**src/rtl/ring_pkg.sv**
```systemverilog
// Shared types and constants for the 9-bit one-hot ring shift sequencer.
// Position helpers keep the wrap arithmetic in one place.
package ring_pkg;

    localparam int          RING_LEN  = 9;
    localparam logic [3:0]  HOME_POS  = 4'd8;
    localparam logic [8:0]  RING_HOME = 9'b100000000;

    typedef enum logic [2:0] {
        IDLE,
        HOLD_L,
        RPT_L,
        HOLD_R,
        RPT_R,
        BOTH,
        LOCK
    } ring_state_t;

    function automatic logic [3:0] pos_left(input logic [3:0] p);
        return (p == 4'(RING_LEN - 1)) ? 4'd0 : p + 4'd1;
    endfunction

    function automatic logic [3:0] pos_right(input logic [3:0] p);
        return (p == 4'd0) ? 4'(RING_LEN - 1) : p - 4'd1;
    endfunction

    function automatic int max3(input int a, input int b, input int c);
        int m;
        m = (a > b) ? a : b;
        return (m > c) ? m : c;
    endfunction

endpackage

```
**src/rtl/btn_debounce.sv**
```systemverilog
// Two-flop synchronizer followed by a stability counter; the output level
// only follows the synchronized input after DEB_CYCLES consecutive disagreements.
module btn_debounce #(
    parameter int DEB_CYCLES = 16
) (
    input  logic clk,
    input  logic _rst,
    input  logic raw,
    output logic level
);

    localparam int CW = $clog2(DEB_CYCLES);

    logic [1:0]    sync_reg;
    logic          level_reg;
    logic [CW-1:0] cnt_reg;

    always_ff @(posedge clk) begin
        if (!_rst) begin
            sync_reg  <= 2'b00;
            level_reg <= 1'b0;
            cnt_reg   <= '0;
        end else begin
            sync_reg <= {sync_reg[0], raw};
            // Any cycle where the input agrees with the accepted level restarts the count.
            if (sync_reg[1] != level_reg) begin
                if (cnt_reg == CW'(DEB_CYCLES - 1)) begin
                    level_reg <= sync_reg[1];
                    cnt_reg   <= '0;
                end else begin
                    cnt_reg <= cnt_reg + 1'b1;
                end
            end else begin
                cnt_reg <= '0;
            end
        end
    end

    assign level = level_reg;

endmodule

```
**src/rtl/ring_shift_ctrl.sv**
```systemverilog
// Button sequencer for the one-hot ring: debounces two buttons, arbitrates,
// and issues single-cycle shift/home enables with auto-repeat and a hot-bit index.
module ring_shift_ctrl
    import ring_pkg::*;
#(
    parameter int DEB_CYCLES    = 16,
    parameter int HOLD_CYCLES   = 50,
    parameter int REPEAT_CYCLES = 20,
    parameter int CLR_CYCLES    = 100
) (
    input  logic       clk,
    input  logic       _rst,
    input  logic       btn1,
    input  logic       btn2,
    output logic       shift_l,
    output logic       shift_r,
    output logic       home,
    output logic [3:0] pos
);

    localparam int TMAX = max3(HOLD_CYCLES, REPEAT_CYCLES, CLR_CYCLES);
    localparam int TW   = $clog2(TMAX);

    logic [1:0] raw_vec;
    logic [1:0] db;

    assign raw_vec = {btn2, btn1};

    generate
        for (genvar gi = 0; gi < 2; gi++) begin : g_deb
            btn_debounce #(
                .DEB_CYCLES(DEB_CYCLES)
            ) u_deb (
                .clk  (clk),
                ._rst (_rst),
                .raw  (raw_vec[gi]),
                .level(db[gi])
            );
        end
    endgenerate

    ring_state_t   state_reg, state_next;
    logic [TW-1:0] timer_reg, timer_next, timer_inc;
    logic          shift_l_reg, shift_l_next;
    logic          shift_r_reg, shift_r_next;
    logic          home_reg, home_next;
    logic [3:0]    pos_reg, pos_next;

    assign timer_inc = (&timer_reg) ? timer_reg : timer_reg + 1'b1;

    always_comb begin
        state_next   = state_reg;
        timer_next   = timer_inc;
        shift_l_next = 1'b0;
        shift_r_next = 1'b0;
        home_next    = 1'b0;

        case (state_reg)
            IDLE: begin
                timer_next = '0;
                case (db)
                    2'b01: begin
                        shift_l_next = 1'b1;
                        state_next   = HOLD_L;
                    end
                    2'b10: begin
                        shift_r_next = 1'b1;
                        state_next   = HOLD_R;
                    end
                    2'b11:   state_next = BOTH;
                    default: state_next = IDLE;
                endcase
            end

            HOLD_L, RPT_L: begin
                if (db == 2'b11) begin
                    state_next = BOTH;
                    timer_next = '0;
                end else if (db != 2'b01) begin
                    // Release or opposite button: back to IDLE, serviced from there.
                    state_next = IDLE;
                    timer_next = '0;
                end else if ((state_reg == HOLD_L && timer_reg == TW'(HOLD_CYCLES - 1)) ||
                             (state_reg == RPT_L  && timer_reg == TW'(REPEAT_CYCLES - 1))) begin
                    shift_l_next = 1'b1;
                    state_next   = RPT_L;
                    timer_next   = '0;
                end
            end

            HOLD_R, RPT_R: begin
                if (db == 2'b11) begin
                    state_next = BOTH;
                    timer_next = '0;
                end else if (db != 2'b10) begin
                    state_next = IDLE;
                    timer_next = '0;
                end else if ((state_reg == HOLD_R && timer_reg == TW'(HOLD_CYCLES - 1)) ||
                             (state_reg == RPT_R  && timer_reg == TW'(REPEAT_CYCLES - 1))) begin
                    shift_r_next = 1'b1;
                    state_next   = RPT_R;
                    timer_next   = '0;
                end
            end

            BOTH: begin
                if (db != 2'b11) begin
                    state_next = IDLE;
                    timer_next = '0;
                end else if (timer_reg == TW'(CLR_CYCLES - 1)) begin
                    home_next  = 1'b1;
                    state_next = LOCK;
                    timer_next = '0;
                end
            end

            LOCK: begin
                // Stay locked until both buttons are released so a leftover press cannot shift.
                timer_next = '0;
                if (db == 2'b00) begin
                    state_next = IDLE;
                end
            end

            default: begin
                state_next = IDLE;
                timer_next = '0;
            end
        endcase
    end

    always_comb begin
        pos_next = pos_reg;
        if (shift_l_next) begin
            pos_next = pos_left(pos_reg);
        end else if (shift_r_next) begin
            pos_next = pos_right(pos_reg);
        end else if (home_next) begin
            pos_next = HOME_POS;
        end
    end

    always_ff @(posedge clk) begin
        if (!_rst) begin
            state_reg   <= IDLE;
            timer_reg   <= '0;
            shift_l_reg <= 1'b0;
            shift_r_reg <= 1'b0;
            home_reg    <= 1'b0;
            pos_reg     <= HOME_POS;
        end else begin
            state_reg   <= state_next;
            timer_reg   <= timer_next;
            shift_l_reg <= shift_l_next;
            shift_r_reg <= shift_r_next;
            home_reg    <= home_next;
            pos_reg     <= pos_next;
        end
    end

    assign shift_l = shift_l_reg;
    assign shift_r = shift_r_reg;
    assign home    = home_reg;
    assign pos     = pos_reg;

endmodule
```
**config.mk**
```make
export PLATFORM = sky130hd
export DESIGN_NAME = ring_shift_ctrl
export DESIGN_NICKNAME = d
export VERILOG_FILES = /design/src/rtl/ring_pkg.sv /design/src/rtl/btn_debounce.sv /design/src/rtl/ring_shift_ctrl.sv
export SDC_FILE = /design/constraint.sdc
export NUM_CORES = 1
export LEC_CHECK = 0
export BUFFER_PORTS_ARGS = -buffer_cell sky130_fd_sc_hd__buf_2
export CAP_MARGIN = 25
export CORE_ASPECT_RATIO = 0.7
export CORE_MARGIN = 4
export CORE_UTILIZATION = 56
export CTS_BUF_LIST = sky130_fd_sc_hd__clkbuf_4
export CTS_CLUSTER_SIZE = 25
export DETAILED_ROUTE_END_ITERATION = 8
export PLACE_DENSITY = 0.83
export SLEW_MARGIN = 40
export SYNTH_ARGS = -nofsm -noshare
export SYNTH_HDL_FRONTEND = slang
export SYNTH_SLANG_ARGS = --single-unit
```
**constraint.sdc**
```tcl
create_clock -name clk -period 2.11 [get_ports clk]
set_clock_uncertainty 0.05 [all_clocks]
set_input_delay 0.211 -clock clk [delete_from_list [all_inputs] [get_ports clk]]
set_output_delay 0.211 -clock clk [all_outputs]
set_load 0.05 [all_outputs]
```
* Word-level counts from Yosys, hierarchy flattened
Index checks and enable logic that the tools add are counted.
** Storage, ports and cells
- Register bits after elaboration :: 31
- Bits of input ports :: 4
- Output and inout port bits :: 7
- Word-level logic and storage cells :: 101
** Cells by class
- Add/subtract/negate cells :: 5
- Eq/ne operators :: 24
- Muxes and demuxes :: 39
- Bitwise operators :: 3
- Reduce and logical (&&, ||, !) cells :: 18
** Operator list (count)
- $mux W7 :: 9
- $mux W3 :: 9
- $pmux W7 S3 :: 1
- $mux W4 :: 5
- $pmux W3 S5 :: 1
- $add A4 B1 Y4 const B :: 3
- $eq A4 B4 Y1 const B :: 3
- $mux W1 :: 11
- $eq A3 B3 Y1 const B :: 3
- $pmux W3 S3 :: 1
- $ne A4 B4 Y1 const B :: 2
- $add A7 B1 Y7 const B :: 1
- $eq A7 B5 Y1 const B :: 1
- $eq A7 B6 Y1 const B :: 1
- $eq A7 B7 Y1 const B :: 1
- $reduce_and A7 Y1 :: 1
- $eq A3 B2 Y1 const B :: 2
- $ne A2 B2 Y1 const B :: 3
- $reduce_or A3 Y1 :: 2
- $eq A2 B2 Y1 const B :: 2
- $logic_and A1 B1 Y1 :: 4
- $logic_not A4 Y1 :: 1
- $pmux W1 S2 :: 2
- $reduce_and A2 Y1 :: 2
- 13 further kinds :: 18

* Depth between registers and ports, before layout
Gate-level depths: netlist of the first run.
- Depth after elaboration :: 9
- Mapped depth :: 7
- Gate-level depth less buffers :: 7

* By module
A second synthesis of the first run with hierarchy kept.
** Second synthesis, totals
- Cell total of the unflattened synthesis :: 193
- Area total of the unflattened synthesis :: 1636.6 um^2
** Modules (own cells, without submodules)
- ring_shift_ctrl :: instances 1, cells an instance 147, area each 1146.1 um^2
- btn_debounce :: instances 2, cells an instance 23, area each 245.2 um^2

* Worst setup path before layout of the first run
Ideal clock, no wire load.
- Kind :: reg2reg
- Start :: reg timer_reg[0]
- End :: reg state_reg[1]
- Arrival :: 1.919 ns
- Path slack :: 0.070 ns
- Stages on the path, launching flop included :: 7
- Path buffers :: 0
- Cell sequence :: dfxtp_1 ha_1 nor3b_1 a211oi_1 a211o_1 a211oi_2 mux2i_1
** Between the ends
- Cells in the longest elaborated chain, start to end :: 5
- Elaborated cells between the ends (all ways) :: 13
- Those cells by class :: eq/ne: 6; reduce/logical: 7
** Ends and longest elaborated chain
- from (decl) :: RTL line ring_shift_ctrl.sv:43 : logic [TW-1:0] timer_reg, timer_next, timer_inc;
- from (signal assigned) :: RTL line ring_shift_ctrl.sv:153 : timer_reg <= timer_next;
- $eq A7 B6 Y1 or $eq A7 B5 Y1 (tied branches)
- $logic_and A1 B1 Y1 (on tied branches)
- $logic_or A1 B1 Y1 (on tied branches) :: RTL line ring_shift_ctrl.sv:98, ring_shift_ctrl.sv:83
- $ne A4 B4 Y1 (no source line)
- $reduce_and A4 Y1 (no source line) *
- to (signal assigned) :: RTL line ring_shift_ctrl.sv:152 : state_reg <= state_next;
- to (decl) :: RTL line ring_shift_ctrl.sv:42 : ring_state_t state_reg, state_next;
Every way passes the cells marked *; elsewhere a longest branch is shown, timed or not.
A chain may end at the register's enable or synchronous reset.

* Worst setup path after layout of the first run
- Start :: reg timer_reg[0]
- End :: reg pos_reg[0], in the netlist pos[0]
** Between the ends
- Cells in the longest elaborated chain, start to end :: 9
- Elaborated cells between the ends (all ways) :: 23
- Those cells by class :: eq/ne: 3; mux: 13; reduce/logical: 7
** Ends and longest elaborated chain
- $eq A7 B6 Y1 or $eq A7 B5 Y1 (tied branches)
- $logic_and A1 B1 Y1 (on tied branches) :: RTL line ring_shift_ctrl.sv:98, ring_shift_ctrl.sv:99
- $logic_or A1 B1 Y1 :: RTL line ring_shift_ctrl.sv:98 : end else if ((state_reg == HOLD_R && timer_reg == TW'(HOLD_CYCLES - 1)) ||
- $mux W1 :: RTL line ring_shift_ctrl.sv:98
- $mux W1 :: RTL line ring_shift_ctrl.sv:95 : end else if (db != 2'b10) begin
- $mux W1 :: RTL line ring_shift_ctrl.sv:92 : if (db == 2'b11) begin
- $pmux W1 S2 :: RTL line ring_shift_ctrl.sv:58 : case (state_reg)
- $mux W4 :: RTL line ring_shift_ctrl.sv:136 : end else if (shift_r_next) begin
- $mux W4 :: RTL line ring_shift_ctrl.sv:134 : if (shift_l_next) begin
- to (signal assigned) :: RTL line ring_shift_ctrl.sv:157 : pos_reg <= pos_next;
- to (decl) :: RTL line ring_shift_ctrl.sv:47 : logic [3:0] pos_reg, pos_next;
Parallel ways exist; a longest one is shown, timed or not.

==> results of run 1 <==
[logic make-up (layout without fill, tap and decap cells)]
logic type	after synthesis	in the layout	synth area share
adders and majority gates	8	8	0.0574
buffers and inverters	20	36	0.0663
DFF	31	31	0.365
and+or+nand+nor	83	83	0.259
xor gates and xnor gates	9	9	0.0464
AOI/OAI and AO/OA	38	38	0.170
muxes	6	6	0.0353
[repair_timing]
| item | 4_1_cts | 5_1_grt |
|---|---|---|
| hold buffers | 0 | 0 |
| gates resized for setup | 0 | 7 |
| setup buffers | 0 | 2 |
| endpoints found under the setup margin | 0 | 5 |
[power breakdown]
group | total [mW] | internal [mW] | switching (mW)
sequential | 0.592 | 0.589 | 0.00231
clock | 0.340 | 0.124 | 0.217
combinational | 0.0179 | 0.00652 | 0.0113
total | 0.950 | 0.720 | 0.230
[how the worst min path moves through the flow]
stage | cells past startpoint | endpoint
2_1_floorplan | 1 | g_deb[0].u_deb.sync_reg[0]$_SDFF_PN0_
3_3_place_gp | 1 | g_deb[0].u_deb.sync_reg[1]$_SDFF_PN0_
3_5_place_dp | 2 | g_deb[0].u_deb.sync_reg[0]$_SDFF_PN0_
4_1_cts | 2 | g_deb[0].u_deb.sync_reg[0]$_SDFF_PN0_
5_1_grt | 2 | g_deb[0].u_deb.sync_reg[0]$_SDFF_PN0_
6_report | 2 | g_deb[0].u_deb.sync_reg[0]$_SDFF_PN0_
[cell type report]
| cell class | instances | area [um2] | share of cell area |
|---|---|---|---|
| clock buffers | 5 | 37.5 | 0.0199 |
| clock inverters | 3 | 15.0 | 0.00798 |
| inverters | 10 | 37.5 | 0.0199 |
| multi-input cells | 144 | 1020 | 0.540 |
| flip-flops and latches | 31 | 621 | 0.330 |
| well taps | 36 | 45.0 | 0.0239 |
| repair buffers | 18 | 110 | 0.0585 |
[cells in the final DEF (no fill, tap or decap), types with 5 or more instances in the layout]
cell      netlist  routed
mux2i_1         6       6
nor2_1         20      20
buf_4           1       8
o21ai_0         6       6
buf_2           3      10
and2_1          5       5
inv_1          10      10
clkbuf_4        0       5
nand3_1        16      16
dfxtp_1        31      31
xor2_1          7       7
ha_1            7       7
nand2_1        14      14
[stage by stage]
stage,TNS (ns),area [um2],cells
CTS,0,1820,245
floorplan,0,1700,195
detailed placement,0,1760,237
global placement,0,1760,237
finish,0,1880,247
global route,-0.102,1880,247
[metal layers]
layer  up-vias  share of wire  GRT usage  wire, um
met4         0          0.027      0.120        96
met3        11          0.073     0.0616       262
met2        50           0.45      0.291      1630
met5         -              0          0         0
li1        722              -          -         -
met1       695           0.45      0.241      1630
[worst reg2reg max path, cell delays in order, from the launching register on]
cell and delay [ns]:
dfxtp_1 0.35, buf_4 0.14, ha_1 0.16, nand4b_1 0.19, or3b_4 0.45, a21boi_4 0.26, nor3_1 0.12, a2111oi_4 0.28
==> summary.txt, run 1 <==
Route
  • DR iter-0 viols: 133
  • Via Count: 1,478
  • Detailed-route wire length: 3610 um
  • Antenna viol nets, final: 0
  • Drt via density: 5.98
  • DR WL/cell: 14.6 um
  • Detailed Routing Iterations Pass 1: 4
  • # DRC: 0

Timing
  • Final Setup Violations: 0
  • RSZ-0062 raised after global routing: true
  • Max Slew Vio Count: 0
  • Final period utilization: 0.983
  • Fin crit period: 2.07 ns
  • Setup ws final: 0.0354 ns
  • Final hold vios: 0
  • Worst slew pin tran: 0.596 ns
  • Max Clk Rate: 482 MHz
  • Max_slew headroom: 0.599
  • Hold WS: 0.0164 ns

Setup path
  • Largest delay contributor family on the critical path: simple AND/OR/NAND/NOR gates
  • Required time of the worst setup path: 2.31 ns
  • Worst setup path endpoint: pos[0]$_SDFFE_PN0P_
  • Kind of critical path: reg2reg
  • Worst reg-to-reg path cell count: 7
  • Crit path depth: 7
  • RR Startpoint: timer_reg[0]$_SDFF_PN0_
  • CP max-delay cell: or3b_4
  • Crit path from: timer_reg[0]$_SDFF_PN0_
  • CP startpoint kind: register
  • Arrival @ worst endpoint: 2.28 ns
  • R2R setup slack: 0.04 ns
  • Crit-path cells: buf_4 -> ha_1 -> nand4b_1 -> or3b_4 -> a21boi_4 -> nor3_1 -> a2111oi_4
  • Reg-to-reg endpoint: pos[0]$_SDFFE_PN0P_
  • CP Max Fanout: 7
  • CP max stage delay: 0.45 ns
  • Worst Setup End Kind: register
  • Buf/Inv on CP: 1

Synth
  • Sequential share of the synthesized area: 0.365
  • Synth unique cells: 52
  • Share of the synthesized area in the top cell type: 0.365
  • Mean post-synth cell area: 8.71 um2
  • Top FF cell, synth: dfxtp_1
  • Synth warn: 0
  • Most instantiated cells after synthesis: dfxtp_1, nor2_1, nand3_1, nand2_1, inv_1
  • Area leader, netlist: dfxtp_1
  • Post-synth EDFFs: 0
  • Ranking of synthesized cells by area: dfxtp_1, ha_1, nand3_1, nor2_1, xor2_1
  • Post-Syn Nets: 206
  • Mapped cell area: 1700 um2
  • Cell with the most instances after synthesis: dfxtp_1
  • Fraction of registers with async set/reset: 0
  • Cells after Synth: 195
  • Synth Register Bits: 31

CTS
  • Clk buf depth: 2
  • Worst-path clk slew: 0.10 ns
  • Clk_lat worst skew: 0.35 ns
  • CTS Buf Count: 5
  • CTS root buf: clkbuf_4
  • CTS Sinks: 31
  • CTS tree: built
  • H-tree Lvls: 2

Floorplanning
  • Core area: 2840 um2
  • IO Pins: 11
  • Chip Height: 54.1 um
  • Initial core utilization: 0.598
  • Row cnt: 16
  • Die area: 3990 um2
  • Die W: 73.8 um

Cells and area
  • P&R area growth vs syn: 10.8%
  • Ratio of cells with drive above 1 in the final layout: 0.194
  • Max reg flops: 8
  • N_diodes: 0
  • Fin util: 0.662
  • Fill cells: 231
  • Layout Nets: 221

Global routing
  • GRT overflow: 0
  • First-pass GRT wire length: 5820 um
  • Initial antenna violation count: 0
  • Total track usage: 0.194
  • Vias in the first global route: 1,344
  • Largest net degree at the start of global routing: 20

Placement
  • Pre-CTS setup slack: 0.0261 ns
  • GPL Wtd Cong: 0.912
  • Dpl hpwl: 2460 um
  • # port buffers: 10

Run status
  • Status: finished clean

Power
  • Maximum VDD drop: 370 uV
  • Power, Total: 0.950 mW
  • Leakage power: 0.797 nW
  • Cell Pwr Density: 505 nW/um2

Worst hold path
  • Min-Delay Startpoint: btn1
  • Worst Hold Class: in2reg

Flow run
  • Max-cap violation count: 0
Note: power is estimated with default switching activity, not from simulation.
==> run 2: changes to the inputs <==
--- a/config.mk
+++ b/config.mk
@@ -11,8 +11,10 @@
 export CORE_MARGIN = 4
 export CORE_UTILIZATION = 56
 export CTS_BUF_LIST = sky130_fd_sc_hd__clkbuf_4
+export CTS_CLUSTER_DIAMETER = 120
 export CTS_CLUSTER_SIZE = 25
 export DETAILED_ROUTE_END_ITERATION = 8
+export GPL_TIMING_DRIVEN = 0
 export PLACE_DENSITY = 0.83
 export SLEW_MARGIN = 40
 export SYNTH_ARGS = -nofsm -noshare
==> run 2 against run 1 <==
Cell count is 2.0% higher. Hold slack better by 0.0026 ns. Critical path depth is 1 lower. Die area stayed put. Register-to-register slack better by 0.06 ns. Utilization is 3.6 points higher. Non-clock buffer count is 5 higher. Count of clock-buffer cells in the layout is 1 higher. Flip-flop and latch count stayed put. Wire length is 1.8% higher. Combinational power is 12% higher. Setup slack better by 0.062 ns. Largest cell class unchanged.
==> summary.txt, run 2 (synthesis gave the netlist of run 1 again) <==
Run status
  • Status: finished clean

Cells and area
  • P&R area growth vs syn: 16.7%
  • Max reg flops: 8 (unchanged)
  • Fin util: 0.698 (+0.0357)
  • Layout Nets: 226 (+2.3%)
  • Area of the multi-input gates: 1020 um2 (+0.62%)
  • Leading cell type in the layout, fill and taps excluded: dfxtp_1
  • Final instance area: 1980 um2 (+5.4%)
  • Finished Layout Cells: 252 (+2.0%)
  • Commonest cells after routing, fill and taps aside: dfxtp_1, nor2_1, nand3_1
  • Ratio of cells with drive above 1 in the final layout: 0.222 (+0.0279)
  • Fill cells: 215 (-6.9%)
  • N_diodes: 0 (unchanged)
  • FF+latch area: 623 um2 (+0.40%)

CTS
  • CTS tree: built
  • CTS root buf: clkbuf_4
  • Clk_lat worst skew: 0.34 ns (about the same)
  • H-tree Lvls: 2 (unchanged)
  • CTS Buf Count: 5 (unchanged)
  • CTS Sinks: 31 (unchanged)
  • Worst-path clk slew: 0.10 ns (about the same)
  • Clk buf depth: 2 (unchanged)

Placement
  • Cells after DPL: 240 (+1.3%)
  • Placed inst area: 1790 um2 (+1.4%)
  • Dpl hpwl: 2490 um (+0.94%)
  • GPL Wtd Cong: 0.925 (+1.4%)
  • # port buffers: 9 (-1)

Worst hold path
  • Hold path cells: 2 (unchanged)
  • Worst Hold Class: in2reg

Setup path
  • Arrival @ worst endpoint: 2.20 ns (-0.08 ns)
  • CP Max Fanout: 6 (-1)
  • R2R setup slack: 0.1 ns (+0.06 ns)
  • CP max stage delay: 0.43 ns (-0.02 ns)
  • Crit-path cells: ha_2 -> nor3b_4 -> a31oi_2 -> a21boi_4 -> or3_4 -> a2111oi_4
  • Required time of the worst setup path: 2.29 ns (-0.02 ns)
  • Worst reg-to-reg path cell count: 6 (-1)
  • Worst Setup End Kind: register
  • RR Startpoint: timer_reg[0]$_SDFF_PN0_
  • Worst setup path endpoint: pos[0]$_SDFFE_PN0P_
  • CP startpoint kind: register
  • CP max-delay cell: or3_4
  • Crit path from: timer_reg[0]$_SDFF_PN0_
  • Kind of critical path: reg2reg
  • Reg-to-reg endpoint: pos[0]$_SDFFE_PN0P_

Timing
  • Final period utilization: 0.954 (-0.0295)
  • Max Clk Rate: 497 MHz (+3.1%)
  • Worst slew pin tran: 0.462 ns (-0.134 ns)
  • Final Setup Violations: 0 (unchanged)
  • Max Slew Vio Count: 0 (unchanged)
  • Final hold vios: 0 (unchanged)
  • Max_slew headroom: 0.690 (+0.0902)
  • Fin crit period: 2.01 ns (-0.0623 ns)
  • Hold WS: 0.0190 ns (+0.00259 ns)

Route
  • # DRC: 0 (unchanged)
  • Antenna viol nets, final: 0 (unchanged)
  • Detailed-route wire length: 3680 um (+1.8%)
  • DR iter-0 viols: 91 (-32%)
  • Drt via density: 5.93 (-0.92%)
  • Via Count: 1,494 (+1.1%)
  • DR WL/cell: 14.6 um (-0.19%)
  • Detailed Routing Iterations Pass 1: 4 (unchanged)

Global routing
  • Vias in the first global route: 1,478 (+10%)
  • Total track usage: 0.213 (+0.0196)
  • Largest net degree at the start of global routing: 11 (-45%)
  • GRT overflow: 0 (unchanged)
  • Initial antenna violation count: 0 (unchanged)
  • First-pass GRT wire length: 6400 um (+10%)

Floorplanning
  • Core area: 2840 um2 (unchanged)
  • Initial core utilization: 0.598 (unchanged)
  • Die area: 3990 um2 (unchanged)
  • Row cnt: 16 (unchanged)
  • Die W: 73.8 um (unchanged)
  • IO Pins: 11 (unchanged)
  • Chip Height: 54.1 um (unchanged)

Power
  • Maximum VDD drop: 453 uV (+23%)
  • Cell Pwr Density: 605 nW/um2 (+20%)
  • Power, Total: 1.20 mW (+26%)
  • Leakage power: 0.839 nW (+5.2%)

Flow run
  • Max-cap violation count: 0 (unchanged)
==> run 2: cell count changes in the layout (fill, tap and decap cells not counted), moves of 2 or more <==
cell | before | now
dfxtp_1 | 31 | 29
buf_2 | 10 | 12
bufinv_16 | 0 | 2
clkinv_2 | 3 | 0
clkbuf_1 | 0 | 2
dfxtp_2 | 0 | 2
buf_4 | 8 | 5
buf_6 | 0 | 4
==> run 2: per-layer routing <==
metal  track usage  up-vias  routed length (um)
met5             0        -                   0
met4         0.117        0                 111
met3        0.0634       17                 243
met2         0.365       57                1760
met1         0.240      689                1560
li1              -      731                   -
==> run 2: what timing repair did <==
action                     CTS  global route
setup endpoints to repair   14             9
pin swaps                    3             2
gates resized for setup      5             6
hold buffers                 0             0
buffers inserted             4             0
==> run 2: final cells by class <==
class | instances | area share
repair buffers | 13 | 0.0379
well taps | 36 | 0.0227
inverters | 10 | 0.0189
clock inverters | 2 | 0.0303
plain buffers | 10 | 0.0379
clock buffers | 6 | 0.0227
flip-flops and latches | 31 | 0.314
multi-input cells | 144 | 0.515
==> run 2: worst min-delay path by stage <==
stage	startpoint	end	slack [ns]
2_1_floorplan	btn1	g_deb[0].u_deb.sync_reg[0]$_SDFF_PN0_	0.29
3_3_place_gp	g_deb[0].u_deb.sync_reg[0]$_SDFF_PN0_	g_deb[0].u_deb.sync_reg[1]$_SDFF_PN0_	0.37
3_5_place_dp	g_deb[0].u_deb.sync_reg[0]$_SDFF_PN0_	g_deb[0].u_deb.sync_reg[1]$_SDFF_PN0_	0.37
4_1_cts	btn2	g_deb[1].u_deb.sync_reg[0]$_SDFF_PN0_	0.02
5_1_grt	btn2	g_deb[1].u_deb.sync_reg[0]$_SDFF_PN0_	0.02
6_report	btn1	g_deb[0].u_deb.sync_reg[0]$_SDFF_PN0_	0.02
==> run 2: critical path: cells and delay by family (launching register included) <==
family,cells,cell delay (ns)
simple gates,2,0.61
flops,1,0.36
compound gates,3,0.65
fa+ha+maj,1,0.22
==> run 2: where the power goes <==
part / switching (mW) / internal, mW / total [mW]
Combinational: 0.0120 / 0.00805 / 0.0200
Sequential: 0.00242 / 0.589 / 0.592
Clock: 0.205 / 0.383 / 0.587
==> run 2: metrics by stage <==
stage / worst slack (ns) / TNS [ns]
after floorplan: 0.0695 / 0
after detailed placement: -0.275 / -3.05
final: 0.0978 / 0
after CTS: 0.0135 / 0
after global routing: -0.00688 / -0.0110
after global placement: -0.200 / -2.02
==> run 3: changes to the inputs <==
--- a/config.mk
+++ b/config.mk
@@ -7,7 +7,6 @@
 export LEC_CHECK = 0
 export BUFFER_PORTS_ARGS = -buffer_cell sky130_fd_sc_hd__buf_2
 export CAP_MARGIN = 25
-export CORE_ASPECT_RATIO = 0.7
 export CORE_MARGIN = 4
 export CORE_UTILIZATION = 56
 export CTS_BUF_LIST = sky130_fd_sc_hd__clkbuf_4
==> run 3 against run 2 <==
Global-route usage down 2.8 points. Sequential share of layout area is 0.20 points higher. Register-to-register slack gained 0.02 ns. Utilization shrank 0.10 points. Maximum frequency increased by 1.1%. Largest power group unchanged. Highest routed layer unchanged.
==> summary.txt, run 3 (synthesis gave the netlist of run 1 again) <==
Power
  • Switching share of total power: 0.216 (+0.0329)
  • NetSw: 0.233 mW (+6.4%)
  • Cell Pwr Density: 549 nW/um2 (-9.3%)
  • Flop pwr share: 0.547 (+0.053)
  • Pint: 0.848 mW (-13%)
  • Power, Total: 1.08 mW (-9.8%)
  • Clock Power Share: 0.433 (-0.057)
  • Leakage power: 0.827 nW (-1.4%)
  • Combinational power share: 0.020 (+0.003)
  • Maximum VDD drop: 446 uV (-1.6%)

Setup path
  • CP Max Fanout: 10 (+4)
  • Kind of critical path: reg2reg
  • Arrival @ worst endpoint: 2.18 ns (-0.02 ns)
  • Required time of the worst setup path: 2.30 ns (about the same)
  • Worst Setup End Kind: register
  • CP startpoint kind: register
  • Largest delay contributor family on the critical path: simple AND/OR/NAND/NOR gates
  • CP max stage delay: 0.42 ns (about the same)
  • Buf/Inv on CP: 1 (+1)
  • CP max-delay cell: or3_4
  • Crit-path cells: clkbuf_1 -> nor2_1 -> nand2_1 -> a21oi_4 -> or3_4 -> a2111oi_4

Timing
  • Fin crit period: 1.99 ns (-0.0211 ns)
  • Final period utilization: 0.944 (-0.00998)
  • Worst slew pin tran: 0.511 ns (+0.0489 ns)
  • Final hold vios: 0 (unchanged)
  • Max_slew headroom: 0.657 (-0.0329)
  • Max Slew Vio Count: 0 (unchanged)
  • Max Clk Rate: 502 MHz (+1.1%)
  • Final Setup Violations: 0 (unchanged)

Global routing
  • Total track usage: 0.186 (-0.0276)
  • Busiest grt layer: met2
  • Vias in the first global route: 1,364 (-7.7%)
  • GRT overflow: 0 (unchanged)
  • Initial antenna violation count: 0 (unchanged)
  • Met2 GRT Util: 0.304 (-0.0604)
  • First-pass GRT wire length: 5940 um (-7.1%)
  • Largest net degree at the start of global routing: 12 (+1)
  • Met1 Use GR: 0.221 (-0.0197)
  • Global routing usage on met3: 0.0675 (+0.00406)

Placement
  • Placed inst area: 1780 um2 (-0.35%)
  • Dpl hpwl: 2440 um (-1.8%)
  • GPL Wtd Cong: 0.773 (-16%)
  • # port buffers: 9 (unchanged)

Route
  • Detailed Routing Iterations Pass 1: 4 (unchanged)
  • Antenna viol nets, final: 0 (unchanged)
  • DR iter-0 viols: 125 (+37%)
  • Via Count: 1,490 (-0.27%)
  • Detailed-route wire length: 3490 um (-5.1%)
  • Drt via density: 6.03 (+1.8%)
  • # DRC: 0 (unchanged)
  • DR WL/cell: 14.1 um (-3.2%)

Cells and area
  • Fin util: 0.697 (-0.00103)
  • Max reg flops: 8 (unchanged)
  • Leading cell type in the layout, fill and taps excluded: dfxtp_1
  • P&R area growth vs syn: 16.0%
  • Commonest cells after routing, fill and taps aside: dfxtp_1, nor2_1, nand3_1
  • Layout Nets: 226 (unchanged)
  • Ratio of cells with drive above 1 in the final layout: 0.222 (unchanged)
  • N_diodes: 0 (unchanged)
  • Final instance area: 1970 um2 (-0.63%)

CTS
  • CTS Sinks: 31 (unchanged)
  • Worst-path clk slew: 0.11 ns (about the same)
  • CTS tree: built
  • H-tree Lvls: 2 (unchanged)
  • CTS root buf: clkbuf_4
  • Clk buf depth: 2 (unchanged)
  • CTS Buf Count: 5 (unchanged)
  • Clk_lat worst skew: 0.34 ns (about the same)

Run status
  • Status: finished clean

Floorplanning
  • Die area: 3980 um2 (-0.34%)
  • Initial core utilization: 0.601 (+0.00291)
  • Row cnt: 19 (+3)
  • Core area: 2830 um2 (-0.48%)
  • Die W: 63.1 um (-15%)
  • IO Pins: 11 (unchanged)
  • Chip Height: 63.1 um (+17%)

Worst hold path
  • Worst Hold Class: in2reg

Flow run
  • Max-cap violation count: 0 (unchanged)
-- run 3: cell count changes in the layout (fill, tap and decap cells not counted), sizes merged --
cell,before,now
buf,21,19
dlygate4sd3,0,1
bufinv,2,1
clkinv,0,2
-- run 3: cell type report --
class	instances	area (um2)
clock inverters	3	43.8
repair buffers	13	77.6
multi-input cells	144	1030
well taps	31	38.8
flip-flops and latches	31	623
plain buffers	10	77.6
clock buffers	5	37.5
fillers	207	858
inverters	10	37.5
-- run 3: path summary, 6_finish.rpt --
kind / startpoint / endpoint / slack, ns / cells past startpoint
worst max-delay path: g_deb[1].u_deb.level$_SDFFE_PN0P_ / pos[0]$_SDFFE_PN0P_ / 0.12 / 6
worst min-delay path: btn1 / g_deb[0].u_deb.sync_reg[0]$_SDFF_PN0_ / 0.02 / 2
worst max register to register: g_deb[1].u_deb.level$_SDFFE_PN0P_ / pos[0]$_SDFFE_PN0P_ / 0.12 / 6
worst min register to register: g_deb[1].u_deb.sync_reg[0]$_SDFF_PN0_ / g_deb[1].u_deb.sync_reg[1]$_SDFF_PN0_ / 0.40 / 1
-- run 3: power by group through the flow --
stage	logic [mW]	registers (mW)	clock network, mW
floorplan	0.0140	0.605	0
global placement	0.0188	0.605	0
detailed placement	0.0192	0.605	0
CTS	0.0194	0.592	0.475
global route	0.0245	0.593	0.515
finish	0.0212	0.592	0.468
-- run 3: metrics by stage --
stage | hold slack (ns) | worst slack, ns | std cells | TNS (ns)
6_report | 0.0221 | 0.119 | 247 | 0
5_1_grt | 0.0164 | -0.0117 | 247 | -0.0171
4_1_cts | 0.0144 | 0.0133 | 243 | 0
3_5_place_dp | 0.370 | -0.322 | 235 | -3.11
3_3_place_gp | 0.365 | -0.176 | 235 | -1.69
2_1_floorplan | 0.288 | 0.0695 | 195 | 0
-- run 3: what timing repair did --
action / CTS / global route
hold endpoints to repair: 0 / 1
hold buffers: 0 / 1
pin swaps: 0 / 4
resized for setup: 5 / 9
setup buffers: 0 / 3
setup endpoints to repair: 14 / 13
-- run 3: routing by layer --
| metal | share of wire | vias to the layer above |
|---|---|---|
| li1 | - | 733 |
| met1 | 0.44 | 718 |
| met2 | 0.50 | 37 |
| met3 | 0.052 | 2 |
| met4 | 0.0060 | 0 |
| met5 | 0 | - |
-- run 3: worst register-to-register path: stages (launching register included) --
cell	delay, ns
dfxtp_1	0.32
clkbuf_1	0.36
nor2_1	0.12
nand2_1	0.19
a21oi_4	0.09
or3_4	0.42
a2111oi_4	0.35
